$ cat config.mk
export PLATFORM = sky130hd
export DESIGN_NAME = vec_issue_seq
export DESIGN_NICKNAME = d
export VERILOG_FILES = /design/src/rtl/vec_pkg.sv /design/src/rtl/vec_insn_decode.sv /design/src/rtl/vec_issue_seq.sv
export SDC_FILE = /design/constraint.sdc
export NUM_CORES = 1
export LEC_CHECK = 0
export ABC_AREA = 1
export CORE_ASPECT_RATIO = 1.1
export CORE_MARGIN = 8
export CORE_UTILIZATION = 40
export CTS_BUF_LIST = sky130_fd_sc_hd__clkbuf_16
export DETAILED_ROUTE_END_ITERATION = 8
export HOLD_SLACK_MARGIN = 0.02
export PLACE_DENSITY = 0.7
export SYNTH_ARGS = -nofsm -noshare
export SYNTH_HDL_FRONTEND = slang
export SYNTH_SLANG_ARGS = --single-unit
$ cat constraint.sdc
create_clock -name clk -period 2.3 [get_ports clk]
set_input_delay 0.345 -clock clk [delete_from_list [all_inputs] [get_ports clk]]
set_output_delay 0.345 -clock clk [all_outputs]
set_load 0.05 [all_outputs]
$ cat src/rtl/vec_pkg.sv
// Shared encodings for the vector issue sequencer: instruction match constants,
// funct7 op codes, micro-op/SEW encodings and FSM state values.
package vec_pkg;

   localparam logic [6:0] OPC_VEC = 7'h5B;
   localparam logic [2:0] F3_VEC  = 3'b010;

   localparam logic [4:0] F7_VADD = 5'b00000;
   localparam logic [4:0] F7_VSUB = 5'b00001;
   localparam logic [4:0] F7_VMUL = 5'b00010;
   localparam logic [4:0] F7_VLD  = 5'b00100;
   localparam logic [4:0] F7_VST  = 5'b00101;
   localparam logic [4:0] F7_S2V  = 5'b01000;
   localparam logic [4:0] F7_V2S  = 5'b01001;

   typedef logic [2:0] vop_t;
   localparam vop_t VOP_VADD = 3'd0;
   localparam vop_t VOP_VSUB = 3'd1;
   localparam vop_t VOP_VMUL = 3'd2;
   localparam vop_t VOP_VLD  = 3'd3;
   localparam vop_t VOP_VST  = 3'd4;
   localparam vop_t VOP_S2V  = 3'd5;
   localparam vop_t VOP_V2S  = 3'd6;

   localparam logic [1:0] SEW_8   = 2'b00;
   localparam logic [1:0] SEW_16  = 2'b01;
   localparam logic [1:0] SEW_32  = 2'b10;
   localparam logic [1:0] SEW_BAD = 2'b11;

   localparam logic ST_IDLE  = 1'b0;
   localparam logic ST_ISSUE = 1'b1;

   function automatic logic vop_is_mem(input vop_t v);
      return (v == VOP_VLD) || (v == VOP_VST);
   endfunction

   function automatic logic vop_writes_vreg(input vop_t v);
      return (v == VOP_VADD) || (v == VOP_VSUB) || (v == VOP_VMUL) ||
             (v == VOP_VLD) || (v == VOP_S2V);
   endfunction

endpackage

$ cat src/rtl/vec_insn_decode.sv
// Combinational field decode and legality check for one vector instruction word.
// Register use: arithmetic reads vd/vs1/vs2; VLD, VST (store data) and S2V use vd; V2S reads vs2.
module vec_insn_decode
   import vec_pkg::*;
#(
   parameter int NVREG = 8,
   parameter int VR_W  = $clog2(NVREG)
) (
   input  logic [31:0]     insn,
   output logic            is_vec,
   output logic            legal,
   output logic [2:0]      vop,
   output logic [1:0]      sew,
   output logic [VR_W-1:0] vd,
   output logic [VR_W-1:0] vs1,
   output logic [VR_W-1:0] vs2
);

   logic [4:0] f_op, f_vd, f_vs1, f_vs2;
   logic       use_vd, use_vs1, use_vs2, op_ok, regs_ok;

   assign f_op  = insn[29:25];
   assign f_vd  = insn[11:7];
   assign f_vs1 = insn[19:15];
   assign f_vs2 = insn[24:20];

   assign is_vec = (insn[6:0] == OPC_VEC) && (insn[14:12] == F3_VEC);
   assign sew    = insn[31:30];
   assign vd     = f_vd[VR_W-1:0];
   assign vs1    = f_vs1[VR_W-1:0];
   assign vs2    = f_vs2[VR_W-1:0];

   always_comb begin
      vop     = VOP_VADD;
      use_vd  = 1'b0;
      use_vs1 = 1'b0;
      use_vs2 = 1'b0;
      op_ok   = 1'b1;
      case (f_op)
         F7_VADD: begin vop = VOP_VADD; use_vd = 1'b1; use_vs1 = 1'b1; use_vs2 = 1'b1; end
         F7_VSUB: begin vop = VOP_VSUB; use_vd = 1'b1; use_vs1 = 1'b1; use_vs2 = 1'b1; end
         F7_VMUL: begin vop = VOP_VMUL; use_vd = 1'b1; use_vs1 = 1'b1; use_vs2 = 1'b1; end
         F7_VLD:  begin vop = VOP_VLD;  use_vd = 1'b1; end
         F7_VST:  begin vop = VOP_VST;  use_vd = 1'b1; end
         F7_S2V:  begin vop = VOP_S2V;  use_vd = 1'b1; end
         F7_V2S:  begin vop = VOP_V2S;  use_vs2 = 1'b1; end
         default: op_ok = 1'b0;
      endcase
      regs_ok = !(use_vd  && (32'(f_vd)  >= NVREG)) &&
                !(use_vs1 && (32'(f_vs1) >= NVREG)) &&
                !(use_vs2 && (32'(f_vs2) >= NVREG));
      legal = is_vec && op_ok && (sew != SEW_BAD) && regs_ok;
   end

endmodule

$ cat src/rtl/vec_issue_seq.sv
// Vector issue sequencer: accepts one instruction at a time and expands it into
// per-beat micro-ops with registered outputs and per-beat load/store addresses.
module vec_issue_seq
   import vec_pkg::*;
#(
   parameter  int VLEN   = 128,
   parameter  int LANE_W = 32,
   parameter  int NVREG  = 8,
   parameter  int XLEN   = 32,
   localparam int NBEATS = VLEN / LANE_W,
   localparam int BEAT_W = $clog2(NBEATS),
   localparam int VR_W   = $clog2(NVREG)
) (
   input  logic              clk,
   input  logic              rst_n,
   input  logic              in_valid,
   output logic              in_ready,
   input  logic [31:0]       in_insn,
   input  logic [XLEN-1:0]   in_rs1_val,
   input  logic              flush,
   output logic              out_valid,
   input  logic              out_ready,
   output logic [2:0]        out_vop,
   output logic [1:0]        out_sew,
   output logic [VR_W-1:0]   out_vd,
   output logic [VR_W-1:0]   out_vs1,
   output logic [VR_W-1:0]   out_vs2,
   output logic [BEAT_W-1:0] out_beat,
   output logic              out_last,
   output logic [XLEN-1:0]   out_addr,
   output logic [XLEN-1:0]   out_scalar,
   output logic              out_vreg_write,
   output logic              out_mem_read,
   output logic              out_mem_write,
   output logic              out_scalar_wb,
   output logic              illegal,
   output logic              busy
);

   localparam logic [XLEN-1:0]   ADDR_STEP = XLEN'(LANE_W / 8);
   localparam logic [BEAT_W-1:0] LAST_BEAT = BEAT_W'(NBEATS - 1);

   logic            dec_is_vec, dec_legal;
   logic [2:0]      dec_vop;
   logic [1:0]      dec_sew;
   logic [VR_W-1:0] dec_vd, dec_vs1, dec_vs2;

   vec_insn_decode #(.NVREG(NVREG), .VR_W(VR_W)) u_dec (
      .insn   (in_insn),
      .is_vec (dec_is_vec),
      .legal  (dec_legal),
      .vop    (dec_vop),
      .sew    (dec_sew),
      .vd     (dec_vd),
      .vs1    (dec_vs1),
      .vs2    (dec_vs2)
   );

   logic              state_q, state_d, rst_done_q, rst_done_d;
   logic [2:0]        vop_q, vop_d;
   logic [1:0]        sew_q, sew_d;
   logic [VR_W-1:0]   vd_q, vd_d, vs1_q, vs1_d, vs2_q, vs2_d;
   logic [BEAT_W-1:0] beat_q, beat_d, beat_inc;
   logic [XLEN-1:0]   addr_q, addr_d, scalar_q, scalar_d;
   logic              last_q, last_d, vreg_write_q, vreg_write_d;
   logic              mem_read_q, mem_read_d, mem_write_q, mem_write_d;
   logic              scalar_wb_q, scalar_wb_d, illegal_q, illegal_d;
   logic              fire, accept, load;

   assign beat_inc = beat_q + BEAT_W'(1);

   always_comb begin
      fire     = (state_q == ST_ISSUE) && out_ready;
      in_ready = rst_done_q && !flush && ((state_q == ST_IDLE) || (fire && last_q));
      accept   = in_valid && in_ready;
      load     = accept && dec_is_vec && dec_legal;

      rst_done_d   = 1'b1;
      illegal_d    = accept && dec_is_vec && !dec_legal;
      state_d      = state_q;
      vop_d        = vop_q;
      sew_d        = sew_q;
      vd_d         = vd_q;
      vs1_d        = vs1_q;
      vs2_d        = vs2_q;
      beat_d       = beat_q;
      addr_d       = addr_q;
      scalar_d     = scalar_q;
      last_d       = last_q;
      vreg_write_d = vreg_write_q;
      mem_read_d   = mem_read_q;
      mem_write_d  = mem_write_q;
      scalar_wb_d  = scalar_wb_q;

      // Outputs read as zero whenever no micro-op is being offered.
      if (flush || (fire && last_q)) begin
         state_d      = ST_IDLE;
         vop_d        = '0;
         sew_d        = '0;
         vd_d         = '0;
         vs1_d        = '0;
         vs2_d        = '0;
         beat_d       = '0;
         addr_d       = '0;
         scalar_d     = '0;
         last_d       = 1'b0;
         vreg_write_d = 1'b0;
         mem_read_d   = 1'b0;
         mem_write_d  = 1'b0;
         scalar_wb_d  = 1'b0;
      end

      if (load) begin
         state_d      = ST_ISSUE;
         vop_d        = dec_vop;
         sew_d        = dec_sew;
         vd_d         = dec_vd;
         vs1_d        = dec_vs1;
         vs2_d        = dec_vs2;
         beat_d       = '0;
         addr_d       = vop_is_mem(dec_vop) ? in_rs1_val : '0;
         scalar_d     = in_rs1_val;
         last_d       = (dec_vop == VOP_V2S);
         vreg_write_d = vop_writes_vreg(dec_vop);
         mem_read_d   = (dec_vop == VOP_VLD);
         mem_write_d  = (dec_vop == VOP_VST);
         scalar_wb_d  = (dec_vop == VOP_V2S);
      end else if (!flush && fire && !last_q) begin
         beat_d = beat_inc;
         addr_d = (mem_read_q || mem_write_q) ? addr_q + ADDR_STEP : addr_q;
         last_d = (beat_inc == LAST_BEAT);
      end
   end

   always_ff @(posedge clk or negedge rst_n) begin
      if (!rst_n) begin
         state_q      <= ST_IDLE;
         rst_done_q   <= 1'b0;
         vop_q        <= '0;
         sew_q        <= '0;
         vd_q         <= '0;
         vs1_q        <= '0;
         vs2_q        <= '0;
         beat_q       <= '0;
         addr_q       <= '0;
         scalar_q     <= '0;
         last_q       <= 1'b0;
         vreg_write_q <= 1'b0;
         mem_read_q   <= 1'b0;
         mem_write_q  <= 1'b0;
         scalar_wb_q  <= 1'b0;
         illegal_q    <= 1'b0;
      end else begin
         state_q      <= state_d;
         rst_done_q   <= rst_done_d;
         vop_q        <= vop_d;
         sew_q        <= sew_d;
         vd_q         <= vd_d;
         vs1_q        <= vs1_d;
         vs2_q        <= vs2_d;
         beat_q       <= beat_d;
         addr_q       <= addr_d;
         scalar_q     <= scalar_d;
         last_q       <= last_d;
         vreg_write_q <= vreg_write_d;
         mem_read_q   <= mem_read_d;
         mem_write_q  <= mem_write_d;
         scalar_wb_q  <= scalar_wb_d;
         illegal_q    <= illegal_d;
      end
   end

   assign out_valid      = (state_q == ST_ISSUE);
   assign busy           = (state_q != ST_IDLE);
   assign out_vop        = vop_q;
   assign out_sew        = sew_q;
   assign out_vd         = vd_q;
   assign out_vs1        = vs1_q;
   assign out_vs2        = vs2_q;
   assign out_beat       = beat_q;
   assign out_last       = last_q;
   assign out_addr       = addr_q;
   assign out_scalar     = scalar_q;
   assign out_vreg_write = vreg_write_q;
   assign out_mem_read   = mem_read_q;
   assign out_mem_write  = mem_write_q;
   assign out_scalar_wb  = scalar_wb_q;
   assign illegal        = illegal_q;

endmodule

### Word-level counts from Yosys, hierarchy flattened

Index checks and enable logic that the tools add are counted.

* word-level logic and storage cells: 109
* output and inout port bits: 89
* input port bits: 69
* register bits after elaboration: 88

* bitwise logic cells: 1
* order comparisons: 3
* multiplexer cells: 28
* add/subtract/negate cells: 2
* reduce and logical (&&, ||, !) cells: 42
* equal/unequal tests: 17

Operator list (number)
* 32-bit two-way mux: 6
* 32-bit by 3-bit adder with 32-bit output (second input constant): 1
* 1-bit logical AND: 19
* 3-bit one-hot mux with 6 select lines: 1
* 5-bit by 4-bit greater-or-equal comparator with 1-bit output (second input constant): 3
* 3-bit two-way mux: 5
* 1-bit two-way mux: 12
* 5-bit by 3-bit equality test with 1-bit output (second input constant): 2
* 5-bit by 4-bit equality test with 1-bit output (second input constant): 2
* 3-bit by 2-bit equality test with 1-bit output (second input constant): 3
* 3-bit equality test (second input constant): 3
* 1-bit logical OR: 8
* 2-bit two-way mux: 4
* 7-bit equality test (second input constant): 1
* 7-bit OR reduction: 1
* 1-bit zero test: 6
* 6-bit OR reduction: 1
* 5-bit by 1-bit equality test with 1-bit output (second input constant): 1
* 5-bit by 2-bit equality test with 1-bit output (second input constant): 1
* 5-bit zero test: 1
* 4-bit OR reduction: 1
* 3-bit by 1-bit equality test with 1-bit output (second input constant): 1
* 3-bit zero test: 1
* 3-bit by 2-bit != test with 1-bit output (second input constant): 1
* 8 further kinds: 8

### Longest topological paths before layout

Gate-level depths: netlist of run 1.

* depth after elaboration: 11
* gate-level depth with buffers: 14
* mapped depth without buffers: 12

### Hierarchy

A second synthesis of run 1 with hierarchy kept.

* cell total of the unflattened synthesis: 729
* area, all modules: 5062.4 µm²

Modules (own cells, without submodules)
* vec_issue_seq: cells each 665, instances 1, seq. area each 2202.1 µm², area each 4742.0 µm²
* vec_insn_decode: cells each 64, instances 1, seq. area each 0.0 µm², area each 320.3 µm²

### Worst setup path before layout of run 1

Ideal clock, no wire load.

* path kind: reg-to-reg
* start point: register last_q, in the netlist out_last
* end point: register last_q, in the netlist out_last
* library setup time: 0.087 ns
* buffers on the path: 2
* data required time: 2.213 ns
* path slack: 0.015 ns
* cell stages (with the launch flop): 10
* arrival time: 2.198 ns
* clock period less this slack: 2.285 ns
* cells stage by stage: dfrtp_1 -> a21boi_0 -> nor2_1 -> nand2_1 -> inv_1 -> and3_1 -> buf_1 -> buf_1 -> nand2_1 -> o211ai_1

* cells in the longest elaborated chain, start to end: 7
* elaborated cells on any way between the ends: 12
* classes of those cells: 2 x mux; 10 x reduce/logical

RTL lines
* from (decl): RTL line vec_issue_seq.sv:65 `logic last_q, last_d, vreg_write_q, vreg_write_d;`
* from (signal assigned): RTL line vec_issue_seq.sv:164 `last_q <= last_d;`
* 1-bit logical AND (*): RTL line vec_issue_seq.sv:74 `in_ready = rst_done_q && !flush && ((state_q == ST_IDLE) || (fire && last_q));`
* 1-bit logical OR (*): RTL line vec_issue_seq.sv:74
* 1-bit logical AND (*): RTL line vec_issue_seq.sv:74
* named net in_ready: RTL line vec_issue_seq.sv:17 `output logic in_ready,`
* 1-bit logical AND (*): RTL line vec_issue_seq.sv:75 `accept = in_valid && in_ready;`
* 1-bit logical AND (*) (2 in a row): RTL line vec_issue_seq.sv:76 `load = accept && dec_is_vec && dec_legal;`
* 3-bit nonzero test (no line) / 1-bit two-way mux (equally long branches)

The timed path passes the listed nets; every way through them passes the cells marked *.
A chain may end at the register's enable or synchronous reset.

### Worst setup path after layout of run 1

* start point: register addr_q[22], in the netlist out_addr[22]
* end point: output out_addr[22]

RTL lines
* from (decl): RTL line vec_issue_seq.sv:64 `logic [XLEN-1:0] addr_q, addr_d, scalar_q, scalar_d;`
* from (signal assigned): RTL line vec_issue_seq.sv:162 `addr_q <= addr_d;`
* to (decl): RTL line vec_issue_seq.sv:30 `output logic [XLEN-1:0] out_addr,`

No word-level cell between the ends.

==> impl_metrics.toml, run 1 <==
[placement]
dp_cells = 1043
portBuffers = 157
hpwl_um = 11800
placed_cell_area_um2 = 6980
globalplace.congestion = 0.924

[clock_tree]
clk_pin_slew_worst_paths_ps = 70
cts.sinks = 88
cts_buffers = 9
insertion_delay_ps = 340
htree_num_levels = 3
cts.path.max_buffers = 2
cts_setup_buffers = 0
cts-root-buf = "clkbuf_16"
cts_resized = 0
cts_tree = "done"
cts_hold_buf = 0

[sta]
grt_setup_unrepaired = "false"
slew_headroom_pct = 53.1
fin_skew_ps = 7.34
finalHoldViolCount = 0
fmax_ghz = 0.490
setup_viol = 0
tightest_slew_ps = 704
fin_setup_tns_ps = 0
period_share_pct = 88.8
drv_slew = 0
min_period_ps = 2040

[grt]
grt_first_pass_wirelength_um = 25600
track_usage_pct = 19.1
grt_max_degree = 54
grt-ovfl-total = 0
grt_pass1_vias = 5063
antenna_found_initial = 0

[synthesis]
synth_nets = 804
syn-cell-area_um2 = 5110
synth-seq-cells = 88
synth.distinct_cells = 37
synth-seq-area-share_pct = 43.1
async_reset_ff_share_pct = 100
syn_inst = 733
yosysWarningCount = 0
synth-edff-count = 0
synth_ff_type = "dfrtp_1"
avgSynthCellArea_um2 = 6.97

[floorplan]
core_area_um2 = 12500
die_w_um = 124
ios = 158
die-height_um = 135
initial_utilization_pct = 40.8
rows = 43
die-area_um2 = 16700

[setup_path]
cp_max_fo = 8
slowest_stage = "clkdlybuf4s50_1"
cpPeakStageDelay_ps = 860
r2r_slack_ps = 300
crit_chain = "clkdlybuf4s50_1"
path_class = "flop to output pin"
cp_data_required_time_ps = 1960
reg2reg_depth = 12
worst-endpoint-arrival_ps = 1700
critical_path_buf_inv_count = 1
cp-end-kind = "output pin"
start_kind = "flop"
r2r-start = "out_addr[3]"
path_delay_family = "buffers and inverters"
r2r_end = "out_addr[26]"

[job]
drv_cap = 0

[routing]
vias = 5158
routed_via_density = 4.87
wl_um = 15700
wl_per_cell_um = 14.8
drt_pass1_iterations = 5
drcViolationCount = 0
drt-initial-drc-count = 314
ant_nets = 0

[outcome]
outcome = "finished clean"

[layout]
final_area_um2 = 7310
final_cell_count_no_fill = 1059
area_delta_synth_final_pct = 43.1
fin_nets = 968
antenna_cells = 0
layout_common_cells = "276 x nand2_1, 155 x clkdlybuf4s50_1, 88 x dfrtp_1, 82 x nand3_1, 79 x inv_1"
final_common_cell = "nand2_1"
drive_gt1_share_pct = 7.65

[power_and_ir_drop]
leakagePower_nw = 3.60
vdd_drop_max_v = 0.000321
power_density_nw_per_um2 = 480

[min_path]
hold_class = "input pin to async pin"
==> cells in the mapped netlist, types with 2 or more instances <==
master,n,area [um2]
clkbuf_1,7,26.3
buf_2,7,35.0
o21ai_0,28,140
nand3_1,82,410
buf_6,5,56.3
buf_4,4,30.0
nand2_1,276,1040
or2_2,8,50.1
o21ai_2,5,43.8
inv_1,78,293
a21boi_0,2,15.0
ha_1,2,25.0
o211ai_1,2,15.0
nor2_2,3,18.8
nand3b_1,3,22.5
nand2_4,2,22.5
a21o_1,2,15.0
nor3_1,14,70.1
nand3_2,2,20.0
nor2_1,67,251
o21ai_1,11,55.1
a21oi_1,2,10.0
o21bai_1,5,37.5
buf_8,4,60.1
buf_1,4,15.0
nand4_1,10,62.6
dfrtp_1,88,2200
==> cell families after synthesis <==
logic type      share of synthesized area, %
other cells                           0.0734
simple gates                            39.2
flops                                   43.1
buf+inv                                 10.2
fa+ha+maj                              0.489
compound gates                          7.05
==> metal layers <==
layer  share of wire (%)  global-route usage, %  up-vias
met4                 1.9                   6.70        0
met5                   0                      0        -
met3                 6.2                   3.76       17
met2                  48                   32.0      142
met1                  44                   23.6     2366
li1                    -                      -     2633
==> sequential cells by signal (all words and copies together), names as in the netlist <==
signal          flops
out_vop             3
out_mem_read        1
out_vreg_write      1
out_vd              3
out_scalar_wb       1
out_addr           32
out_beat            2
out_vs1             3
out_vs2             3
out_scalar         32
out_last            1
rst_done_q          1
out_sew             2
busy                1
out_mem_write       1
illegal             1
==> report_power, final <==
| part | leakage (nW) | internal [W] | total (W) | switching, W |
|---|---|---|---|---|
| Clock | 0.168 | 0.00105 | 0.00167 | 0.000618 |
| Combinational | 2.21 | 0.000148 | 0.000288 | 0.000140 |
| Sequential | 1.23 | 0.00155 | 0.00155 | 0.000000271 |
| Total | 3.60 | 0.00275 | 0.00351 | 0.000758 |
==> area by class of cell <==
class                      instances  area (um2)
clock buffer                       9         225
clock inverter                     7         111
fill                            1180        5220
inverter                          79         297
multi-input combinational        535        2410
sequential                        88        2200
tap                              157         196
timing repair buffer             184        1870
==> per-stage QoR <==
stage	total power (W)	hold slack (ps)	setup slack (ps)	utilization [%]
global placement	0.00187	438	-28.0	55.7
global route	0.00362	109	35.8	58.3
CTS	0.00354	73.7	231	58.3
floorplan	0.00168	49.4	15.1	-
detailed placement	0.00187	441	-93.0	55.7
finish	0.00351	47.8	258	58.3
==> worst max path at each step <==
| stage | startpoint | endpoint | depth (start not counted) |
|---|---|---|---|
| after global routing | in_insn[26] | out_addr[19] | 13 |
| after CTS | out_addr[22] | out_addr[22] | 1 |
| after global placement | in_insn[27] | out_addr[19] | 13 |
| after detailed placement | in_insn[28] | out_addr[2] | 12 |
| final | out_addr[22] | out_addr[22] | 1 |
| after floorplan | out_last | out_last | 9 |
Power figures use the tool's default switching activity.
==> run 2, diff against run 1 <==
--- a/config.mk
+++ b/config.mk
@@ -12,6 +12,7 @@
 export CTS_BUF_LIST = sky130_fd_sc_hd__clkbuf_16
 export DETAILED_ROUTE_END_ITERATION = 8
 export HOLD_SLACK_MARGIN = 0.02
+export MAX_ROUTING_LAYER = met4
 export PLACE_DENSITY = 0.7
 export SYNTH_ARGS = -nofsm -noshare
 export SYNTH_HDL_FRONTEND = slang
==> constraint.sdc (replaced) <==
create_clock -name clk -period 2.3 [get_ports clk]
set_input_delay 0.23 -clock clk [delete_from_list [all_inputs] [get_ports clk]]
set_output_delay 0.23 -clock clk [all_outputs]
set_load 0.05 [all_outputs]
==> run 2 against run 1 <==
  * Power decreased by 5.7%
  * Die area unchanged
  * Combinational power decreased by 2%
  * Final cell count decreased by 0.76%
  * Core utilization decreased by 1.2 points
  * Design area decreased by 2.0%
  * Critical path type is now input pin to flop
  * Largest cell class unchanged
==> impl_metrics.toml, run 2 (same netlist as run 1, synthesis figures left out) <==
[outcome]
outcome = "finished clean"

[clock_tree]
insertion_delay_ps = 340
cts_resized = 0
clk_pin_slew_worst_paths_ps = 70
cts.path.max_buffers = 2
htree_num_levels = 3
cts_buffers = 9
cts.sinks = 88
cts_tree = "done"
cts-root-buf = "clkbuf_16"

[placement]
portBuffers = 157
placed_cell_area_um2 = 6860
dp_cells = 1034
hpwl_um = 11600
globalplace.congestion = 0.923

[grt]
track_usage_pct = 19.5
busiest_layer = "met2"
grt_first_pass_wirelength_um = 25300
grt_pass1_vias = 5013
met3_usage_pct = 2.71
antenna_found_initial = 0
grt_max_degree = 70
grtUsageMet1_pct = 24.4
use_met2_pct = 31.4
grt-ovfl-total = 0

[job]
drv_cap = 0

[floorplan]
die-area_um2 = 16700
initial_utilization_pct = 40.8
ios = 158
die_w_um = 124
core_area_um2 = 12500
rows = 43
die-height_um = 135

[layout]
final_area_um2 = 7170
regArea_um2 = 2200
multi_input_area_um2 = 2410
drive_gt1_share_pct = 6.82
antenna_cells = 0
fill_cells = 1191
final_common_cell = "nand2_1"
final_cell_count_no_fill = 1051
area_delta_synth_final_pct = 40.2
layout_common_cells = "276 x nand2_1, 155 x clkdlybuf4s50_1, 88 x dfrtp_1, 82 x nand3_1, 78 x inv_1"
fin_nets = 960

[sta]
finalHoldWorstSlack_ps = 316
fin_setup_tns_ps = 0
grt_setup_unrepaired = "false"
fin_skew_ps = 8.63
min_period_ps = 2000
tightest_slew_ps = 982
slew_headroom_pct = 34.5
finalHoldViolCount = 0
setup_viol = 0
fmax_ghz = 0.499
period_share_pct = 87.1
drv_slew = 0

[setup_path]
cp_max_fo = 32
start_kind = "input pin"
cp-end-kind = "flop"
path_class = "input pin to flop"
worst-endpoint-arrival_ps = 2240
cp_data_required_time_ps = 2540

[routing]
vias = 5151
drt-initial-drc-count = 366
ant_nets = 0
drt_pass1_iterations = 5
wl_per_cell_um = 14.8
routed_via_density = 4.90
drcViolationCount = 0
wl_um = 15600

[power_and_ir_drop]
leakagePower_nw = 3.52
power_density_nw_per_um2 = 462
vdd_drop_max_v = 0.000306

[min_path]
hold_class = "input pin to async pin"
[run 2: cell types whose count changed in the layout (fill, tap and decap cells not counted)]
cell           delta
buf_12            -4
buf_4             -5
bufinv_16         -2
clkinvlp_4        +2
dlygate4sd3_1     +1
inv_1             -1
inv_6             +1
[run 2: path summary, 6_finish.rpt]
kind | end | startpoint | slack, ps | cells after the start
worst max-delay path | out_addr[22] | in_insn[26] | 300 | 10
worst min-delay path | illegal | rst_n | 320 | 2
worst max register to register | out_addr[26] | out_addr[2] | 360 | 12
worst min register to register | out_scalar[1] | out_scalar[1] | 470 | 2
max in group asynchronous | out_addr[8] | rst_n | 1330 | 3
min in group clk | out_vd[0] | in_insn[7] | 420 | 3
[run 2: timing repair]
item | in CTS | in global routing
buffers inserted | 0 | 0
hold buffers | 1 | 0
hold endpoints to repair | 19 | 0
[run 2: area by class of cell]
class,count,area share [%]
Tap cell,157,2.74
Inverter,79,4.14
Clock buffer,9,3.14
Sequential cell,88,30.7
Timing Repair Buffer,176,24.6
Multi-Input combinational cell,535,33.7
Clock inverter,7,0.995
[run 2: through the flow]
step / utilization, % / worst slack (ps) / total power, W
final: 57.2 / 296 / 0.00331
after floorplan: - / 15.1 / 0.00168
after global placement: 54.7 / -24.7 / 0.00186
after CTS: 57.2 / 277 / 0.00334
after detailed placement: 54.7 / -68.8 / 0.00186
after global routing: 57.2 / 76.1 / 0.00343
[run 2: power breakdown]
part	leakage, nW	internal (W)	switching, W	total, W
registers	1.23	0.00155	0.000000231	0.00155
logic	2.15	0.000139	0.000142	0.000281
clock network	0.139	0.000842	0.000638	0.00148
total	3.52	0.00253	0.000780	0.00331
[run 2: worst max-delay path, stage by stage]
cell,delay [ps]
clkdlybuf4s50_1,540
nor2_1,70
nand3_1,120
inv_1,100
a31oi_4,770
nor2_1,110
nand3_1,130
nand2_1,50
nand2_1,60
nand2_1,50
[run 2: layer usage]
| layer | wire length, um | share of wire, % |
|---|---|---|
| met1 | 6940 | 45 |
| met2 | 7490 | 48 |
| met3 | 884 | 5.7 |
| met4 | 260 | 1.7 |
| met5 | 0 | 0 |
